## config.mk

```make
export PLATFORM = sky130hd
export DESIGN_NAME = imem_loader
export DESIGN_NICKNAME = d
export VERILOG_FILES = /design/src/rtl/imem_loader.sv
export SDC_FILE = /design/constraint.sdc
export NUM_CORES = 1
export LEC_CHECK = 0
export ABC_AREA = 1
export CORE_AREA = 2 2 174 176
export DETAILED_ROUTE_END_ITERATION = 10
export DIE_AREA = 0 0 176 178
export GPL_TIMING_DRIVEN = 0
export PLACE_DENSITY = 0.65
export SLEW_MARGIN = 5
export SYNTH_ARGS = -nofsm -noshare
export SYNTH_HDL_FRONTEND = slang
export SYNTH_SLANG_ARGS = --single-unit
```

## constraint.sdc

```tcl
create_clock -name clk -period 6.01 [get_ports clk]
set_clock_uncertainty 0.2 [all_clocks]
set_input_delay 1.202 -clock clk [delete_from_list [all_inputs] [get_ports clk]]
set_output_delay 1.202 -clock clk [all_outputs]
set_load 0.005 [all_outputs]
```

## src/rtl/imem_loader.sv

```systemverilog
// Streams 32-bit instruction words into a byte-wide, little-endian instruction
// memory write port, holding the core in busy while a program is loading.
module imem_loader #(
    parameter int unsigned MEM_BYTES = 256,
    parameter logic [63:0] BASE_ADDR = 64'd0
) (
    input  logic        clk,
    input  logic        reset,
    input  logic        start,
    input  logic        word_valid,
    input  logic [31:0] word_data,
    input  logic        word_last,
    output logic        word_ready,
    output logic        mem_we,
    output logic [63:0] mem_addr,
    output logic [7:0]  mem_wdata,
    output logic        busy,
    output logic        done,
    output logic        error,
    output logic [15:0] words_loaded
);

    localparam logic [63:0] END_ADDR = BASE_ADDR + 64'(MEM_BYTES);

    typedef enum logic [2:0] {
        IDLE,
        ACCEPT,
        WR0,
        WR1,
        WR2,
        WR3,
        FIN
    } state_t;

    state_t      state;
    logic [63:0] ptr;
    logic [31:0] word_buf;
    logic        last_buf;
    logic        word_fits;

    // A word is only taken into the write sequence if all four bytes land in memory.
    assign word_fits = (ptr + 64'd4) <= END_ADDR;

    always_ff @(posedge clk or posedge reset) begin
        if (reset) begin
            state        <= IDLE;
            ptr          <= BASE_ADDR;
            word_buf     <= 32'd0;
            last_buf     <= 1'b0;
            word_ready   <= 1'b0;
            mem_we       <= 1'b0;
            mem_addr     <= 64'd0;
            mem_wdata    <= 8'd0;
            busy         <= 1'b0;
            done         <= 1'b0;
            error        <= 1'b0;
            words_loaded <= 16'd0;
        end else begin
            case (state)
                IDLE, FIN: begin
                    if (start) begin
                        state        <= ACCEPT;
                        ptr          <= BASE_ADDR;
                        words_loaded <= 16'd0;
                        done         <= 1'b0;
                        error        <= 1'b0;
                        busy         <= 1'b1;
                        word_ready   <= 1'b1;
                    end
                end

                ACCEPT: begin
                    if (word_valid && word_ready) begin
                        word_ready <= 1'b0;
                        if (word_fits) begin
                            // Byte 0 is presented on the cycle right after the handshake.
                            word_buf  <= word_data;
                            last_buf  <= word_last;
                            mem_we    <= 1'b1;
                            mem_addr  <= ptr;
                            mem_wdata <= word_data[7:0];
                            state     <= WR0;
                        end else begin
                            error <= 1'b1;
                            done  <= 1'b1;
                            busy  <= 1'b0;
                            state <= FIN;
                        end
                    end
                end

                WR0: begin
                    mem_addr  <= ptr + 64'd1;
                    mem_wdata <= word_buf[15:8];
                    state     <= WR1;
                end

                WR1: begin
                    mem_addr  <= ptr + 64'd2;
                    mem_wdata <= word_buf[23:16];
                    state     <= WR2;
                end

                WR2: begin
                    mem_addr  <= ptr + 64'd3;
                    mem_wdata <= word_buf[31:24];
                    state     <= WR3;
                end

                WR3: begin
                    mem_we <= 1'b0;
                    ptr    <= ptr + 64'd4;
                    if (words_loaded != 16'hFFFF) begin
                        words_loaded <= words_loaded + 16'd1;
                    end
                    if (last_buf) begin
                        busy  <= 1'b0;
                        done  <= 1'b1;
                        state <= FIN;
                    end else begin
                        word_ready <= 1'b1;
                        state      <= ACCEPT;
                    end
                end

                default: begin
                    state      <= IDLE;
                    word_ready <= 1'b0;
                    mem_we     <= 1'b0;
                    busy       <= 1'b0;
                end
            endcase
        end
    end

endmodule
```

==> results.md, run 1 <==
- Filler Cell Count: between 3000 and 4000
- Worst Path Required: 6180 ps
- DR iter-0 viols: 777
- Global route overflow: 0
- Die area: approximately 31000 um^2
- Die Ht: between 150 and 200 um
- CTS Buf Count: 17
- WHS Path Cells: 2
- Slowest cell delay on critical path: 450 ps
- Tcrit/Tclk final: 0.651
- Reg2reg path depth: 20
- DRC Markers: 0
- Clk sinks: 183
- Hold Buf Count CTS: 0
- Die X-Extent: 176 um
- Antenna-violating nets left: 0
- Initial Utilization: 0.346
- Commonest non-fill, non-tap cell in the layout: nand2_1
- Clock transition at path regs: approximately 80 ps
- Core Region: 29400 um^2
- Met2 usage: 0.362
- Lkg Pwr: ~7.2 nW
- # setup viols final: 0
- Worst VDD drop: 167 uV
- Syn Area/Cell: ~7.3 um^2
- Synth Instances: 1397
- Area growth, synth to finish: 24.5%
- First-pass DRT Iterations: 7
- Hold Path End: busy$_DFFE_PP0P_
- Gate power share: 0.032
- I/O Buffers: 129
- Power share of the clock group: 0.469
- R2R Path End: mem_addr[37]$_DFFE_PP0P_
- Cell Pwr Density: 196 nW/um^2
- GRT Total Usage: 0.221
- Placed cells: 1921
- Global placer's final weighted congestion: roughly 0.95
- Final hold viol count: 0
- Net Sw Frac: 0.259
- Post-Route Setup TNS: 0 ps
- FF+latch count, synth: 183
- Total power: 2.48 mW
- Root buffer cell: clkbuf_16
- Status: finished clean
- Clk buf depth: 2
- Critical setup path kind: reg -> reg
- Most crowded layer after global routing: met2
- Final Util: 0.430
- Final slew viol count: 0
- Most frequent cells in the layout: 434 x nand2_1, 183 x dfrtp_1, 166 x nor2_1
- Flop pwr share: 0.499
- Mean routed wirelength per cell: 17.3 um
- Worst Hold Launch: busy$_DFFE_PP0P_
- Max-cap violations: 0
- Worst path most repeated cell: nand2_1
- Worst Tran Pin Value: around 1200 ps
- Synthesized cell area: approximately 10000 um^2
- RSZ-0062 raised after global routing: false
- Post-CTS Setup Inserts: 0
- CTS tree: done
- # rows: 63
- Crit path max-delay cell type: dfrtp_1
- Largest net degree at the start of global routing: 42
- Hpwl dp: about 26000 um
- Peak Freq: 256 MHz
- Boundary Pins: 130
- Htree depth: 4
- Critical path peak fanout: 10
- Max_slew headroom: 0.181
- Min-delay worst type: reg -> reg
- Syn_nets: 1437
- CTS resizes: 0
- DR vias: ~10000
- First-pass GRT wire length: ~53000 um
- Met3 usage: 0.0343
- Crit path capture type: flop
- Post-route insts no fill: 1953
- Synth Warn #: 0
- Initial antenna violation count: 0
- Final antenna diode count: 0
- Share of cells above drive strength 1: 0.0582
- Crit path launch type: flop
- Vias in the first global route: 9808
- Final min period: 3910 ps
- Psw: 0.642 mW
- Worst reg2reg setup slack: between 2000 and 2500 ps
- CP arrival: 4090 ps
- Vias/cell: slightly above 5
- Critical path cell sequence: ha_1 -> nand2_1 -> nor2_4 -> nand2_1 -> nor2_1 -> nand2_1 -> nand2_1 -> nand2_1 -> inv_1 -> nand2_1 -> nor2_1 -> nand2_1 -> nor2_1 -> nand2_1 -> nor2_4 -> nand2_1 -> nand2_4 -> buf_6 -> nand4_1 -> nand2_1
- GR Util met1: 0.302
- Yosys cell types: 34
- FF-to-FF Start: ptr[2]$_DFFE_PP0P_
- Sequential-to-total area share from yosys stat: 0.451
- Final WL: 33800 um
- Nets: 1590
- Clk_lat worst skew: 440 ps
- Pint: 1.84 mW
-- cell families (layout without fill, tap and decap cells) --
group / Yosys count / count (layout) / synth area share
xor+xnor: 16 / 16 / 0.0138
simple gates: 877 / 877 / 0.379
flops: 183 / 183 / 0.451
compound gates: 121 / 121 / 0.0665
buf+inv: 197 / 363 / 0.0867
fa+ha+maj: 3 / 3 / 0.00369
-- how the worst max path moves through the flow --
| stage | from | cells past startpoint | slack [ps] | endpoint |
|---|---|---|---|---|
| 3_5_place_dp | word_valid | 11 | 1740 | ptr[56]$_DFFE_PP0P_ |
| 5_1_grt | ptr[3]$_DFFE_PP0P_ | 20 | 1780 | mem_addr[37]$_DFFE_PP0P_ |
| 4_1_cts | ptr[2]$_DFFE_PP0P_ | 20 | 2180 | mem_addr[37]$_DFFE_PP0P_ |
| 3_3_place_gp | reset | 2 | 710 | mem_addr[42]$_DFFE_PP0P_ |
| 2_1_floorplan | reset | 1 | 2260 | busy$_DFFE_PP0P_ |
| 6_report | ptr[2]$_DFFE_PP0P_ | 20 | 2100 | mem_addr[37]$_DFFE_PP0P_ |
-- state kept, by name, indices dropped and copies added (netlist names) --
| signal | cells |
|---|---|
| mem_we | 1 |
| done | 1 |
| last_buf | 1 |
| mem_addr | 64 |
| word_ready | 1 |
| error | 1 |
| ptr | 62 |
| mem_wdata | 8 |
| state | 3 |
| word_buf | 24 |
| busy | 1 |
| words_loaded | 16 |
-- metrics by stage --
| stage | hold slack [ps] | setup slack [ps] | instance area, um^2 |
|---|---|---|---|
| after global placement | 267 | 706 | 11900 |
| final | 288 | 2100 | 12700 |
| after global routing | 305 | 1780 | 12700 |
| after detailed placement | 272 | 1740 | 12100 |
| after CTS | 290 | 2180 | 12700 |
| after floorplan | 253 | 2260 | 10200 |
-- synthesized netlist by cell type, drive strengths merged --
library cell / instances / area, um^2
a21boi: 1 / 7.51
a21oi: 6 / 30.0
a22oi: 1 / 7.51
a31o: 1 / 8.76
a31oi: 3 / 18.8
buf: 28 / 246
clkbuf: 34 / 128
clkinv: 2 / 7.51
dfrtp: 183 / 4580
ha: 3 / 37.5
inv: 133 / 499
nand2: 438 / 1660
nand3: 135 / 676
nand3b: 1 / 7.51
nand4: 104 / 657
nor2: 179 / 739
nor3: 15 / 75.1
nor3b: 2 / 15.0
nor4: 3 / 18.8
o21ai: 71 / 355
o221a: 1 / 11.3
o22ai: 33 / 206
o31ai: 4 / 30.0
xor2: 16 / 140
-- layout make-up --
cell class / instances / area, um^2 / area share
repair buffers: 134 / 1400 / 0.111
well taps: 390 / 488 / 0.0386
plain buffers: 62 / 374 / 0.0296
clock inverters: 15 / 174 / 0.0137
inverters: 135 / 510 / 0.0404
multi-input cells: 1017 / 4700 / 0.372
clock buffers: 17 / 425 / 0.0336
flip-flops and latches: 183 / 4580 / 0.362
-- worst max-delay path: cells and delay by family, from the launching register on --
family,cells,cell delay [ps]
simple gates,17,2640
flops,1,450
fa+ha+maj,1,270
buf+inv,2,270
-- power by group through the flow --
stage	Clock (mW)	Sequential, mW	Combinational, mW
floorplan	0	1.26	0.0309
global placement	0	1.26	0.0713
detailed placement	0	1.26	0.0813
CTS	1.18	1.24	0.0816
global route	1.23	1.24	0.0896
finish	1.16	1.24	0.0791
-- routing by layer --
| metal | part of all wire | wire length [um] | up-vias |
|---|---|---|---|
| li1 | - | - | 4921 |
| met4 | 0.024 | 818 | 0 |
| met3 | 0.053 | 1790 | 50 |
| met1 | 0.46 | 15500 | 4834 |
| met5 | 0 | 0 | - |
| met2 | 0.46 | 15700 | 326 |
(Power assumes the default switching activity.)
==> run 2, diff against run 1 <==
- PLACE_DENSITY: 0.65 -> 0.63
- clock period: 6.01 -> 3.8 ns (I/O delays scaled with it)
==> results.md, run 2 (synthesized netlist as in run 1, its figures left out) <==
- Dpl ws: 47.0 ps (-1690 ps)
- Cell Pwr Density: 311 nW/um^2 (+59%)
- Final slew viol count: 0 (unchanged)
- Worst Tran Pin Value: 1230 ps (+10.8 ps)
- Placed cells: 1921 (unchanged)
- GRT Total Usage: 0.221 (about the same)
- Final WL: 33900 um (+0.30%)
- Clock transition at path regs: 90 ps (about the same)
- Critical path origin: ptr[2]$_DFFE_PP0P_
- Hpwl dp: 25900 um (-0.30%)
- Post-DP Area: 12100 um^2 (unchanged)
- Worst path most repeated cell: nand2_1
- Crit path max-delay family: simple AND/OR/NAND/NOR gates
- Commonest non-fill, non-tap cell in the layout: nand2_1
- Global placer's final weighted congestion: 0.972 (+2.1%)
- Die X-Extent: 176 um (unchanged)
- Max reg flops: 64 (unchanged)
- Worst Path Required: 3980 ps (-2200 ps)
- Lkg Pwr: 7.21 nW (+0.58%)
- Reg2reg path depth: 18 (-10%)
- Core Region: 29400 um^2 (unchanged)
- Root buffer cell: clkbuf_16
- Final min period: 3590 ps (-321 ps)
- Max-cap violations: 0 (unchanged)
- First-pass DRT Iterations: 5 (-2)
- Min-delay worst type: reg -> reg
- Vias/cell: 5.19 (about the same)
- Hold Buf Count CTS: 0 (unchanged)
- Htree depth: 4 (unchanged)
- Area growth, synth to finish: 25.4%
- Crit path launch type: flop
- CP arrival: 3770 ps (-320 ps)
- Largest net degree at the start of global routing: 42 (unchanged)
- Crit path capture type: flop
- WHS Path Cells: 2 (unchanged)
- Max_slew headroom: 0.173 (-0.00728)
- Post-route insts no fill: 1958 (+0.26%)
- CTS tree: done
- FF-to-FF Start: ptr[2]$_DFFE_PP0P_
- Most frequent cells in the layout: 434 x nand2_1, 183 x dfrtp_1, 159 x nor2_1
- Crit path max-delay cell type: dfrtp_1
- Buf/Inv on CP: 2 (unchanged)
- I/O Buffers: 129 (unchanged)
- Critical path cell sequence: ha_2 -> nand2_1 -> nor2_4 -> nand2_2 -> nor2_4 -> nand2_1 -> nor2_2 -> xor2_1 -> nand2_1 -> nor2_1 -> nand2_1 -> nor2_4 -> nand2_1 -> nand2_4 -> buf_4 -> buf_6 -> nand4_1 -> nand2_1
- Vias in the first global route: 9530 (-2.8%)
- Final hold viol count: 0 (unchanged)
- Slowest cell delay on critical path: 440 ps (about the same)
- Tcrit/Tclk final: 0.945 (+0.294)
- Biggest registers after layout: mem_addr x64, ptr x62, word_buf x24
- Peak Freq: 278 MHz (+8.9%)
- Global route overflow: 0 (unchanged)
- Post-Route Setup TNS: 0 ps (unchanged)
- Nets: 1595 (+0.31%)
- Share of cells above drive strength 1: 0.0670 (+0.00874)
- DRC Markers: 0 (unchanged)
- Initial antenna violation count: 0 (unchanged)
- Critical setup path kind: reg -> reg
- Mean routed wirelength per cell: 17.3 um (about the same)
- Die Ht: 178 um (unchanged)
- Clk sinks: 183 (unchanged)
- Boundary Pins: 130 (unchanged)
- Clk_lat worst skew: 450 ps (about the same)
- DR iter-0 viols: 844 (+8.6%)
- # setup viols final: 0 (unchanged)
- Final Util: 0.433 (+0.00298)
- Final Worst Setup Slack: 208 ps (-1890 ps)
- Initial Utilization: 0.346 (unchanged)
- Filler Cell Count: 3019 (+0.40%)
- Largest register by flop count: mem_addr
- WP depth: 18 (-10%)
- Antenna-violating nets left: 0 (unchanged)
- Worst VDD drop: 279 uV (+67%)
- CTS Buf Count: 17 (unchanged)
- Critical path peak fanout: 10 (unchanged)
- Worst Hold Launch: word_buf[15]$_DFFE_PP0P_
- Status: finished clean
- DR vias: 10200 (+0.36%)
- # rows: 63 (unchanged)
- Final antenna diode count: 0 (unchanged)
- Die area: 31300 um^2 (unchanged)
- Post-route cell area: 12700 um^2 (+0.69%)
- First-pass GRT wire length: 53300 um (-0.39%)
- Clk buf depth: 2 (unchanged)
run 2: cell types whose count changed in the layout (fill, tap and decap cells not counted), sizes merged:
cell    before  now
clkinv       7    9
buf         33   38
inv        142  140
run 2: path summary, 6_finish.rpt:
kind                                                 end  slack [ps]
worst max register to register   mem_addr[8]$_DFFE_PP0P_         210
worst min-delay path            word_buf[15]$_DFFE_PP0P_         290
worst max-delay path             mem_addr[8]$_DFFE_PP0P_         210
worst min register to register  word_buf[15]$_DFFE_PP0P_         290
max in group asynchronous       mem_addr[47]$_DFFE_PP0P_        2000
min in group asynchronous       mem_addr[11]$_DFFE_PP0P_         560
run 2: layer usage:
layer	vias up	part of all wire	GRT usage
met4	0	0.023	0.0678
li1	4926	-	-
met3	46	0.071	0.0435
met5	-	0	0
met1	4823	0.45	0.302
met2	372	0.46	0.355
run 2: final cells by class:
| type | count | area [um^2] | area share |
|---|---|---|---|
| Inverter | 135 | 510 | 0.0401 |
| Sequential cell | 183 | 4580 | 0.359 |
| Clock buffer | 17 | 425 | 0.0334 |
| Timing Repair Buffer | 139 | 1440 | 0.113 |
| Buffer | 62 | 374 | 0.0294 |
| Clock inverter | 15 | 194 | 0.0152 |
| Tap cell | 390 | 488 | 0.0383 |
| Multi-Input combinational cell | 1017 | 4730 | 0.371 |
run 2: power by group:
group | internal, mW | total, mW | switching, mW
sequential | 1.95 | 1.96 | 0.00723
clock | 0.906 | 1.89 | 0.980
combinational | 0.0612 | 0.124 | 0.0630
run 2: worst reg2reg max path, cell delays in order (launching register included):
cell and delay, ps:
dfrtp_1 440, ha_2 260, nand2_1 100, nor2_4 240, nand2_2 170, nor2_4 190, nand2_1 140, nor2_2 260
xor2_1 210, nand2_1 70, nor2_1 130, nand2_1 100, nor2_4 160, nand2_1 140, nand2_4 140, buf_4 190
buf_6 170, nand4_1 120, nand2_1 90
run 2: per-stage QoR:
stage	total power, mW	hold slack (ps)
floorplan	2.04	253
global placement	2.11	266
detailed placement	2.12	271
CTS	3.99	295
global route	4.09	324
finish	3.97	293
run 2: what timing repair did:
action / CTS / global route
setup buffers: 0 / 5
resized for setup: 0 / 10
setup endpoints to repair: 0 / 98
endpoints found under the hold margin: 0 / 0
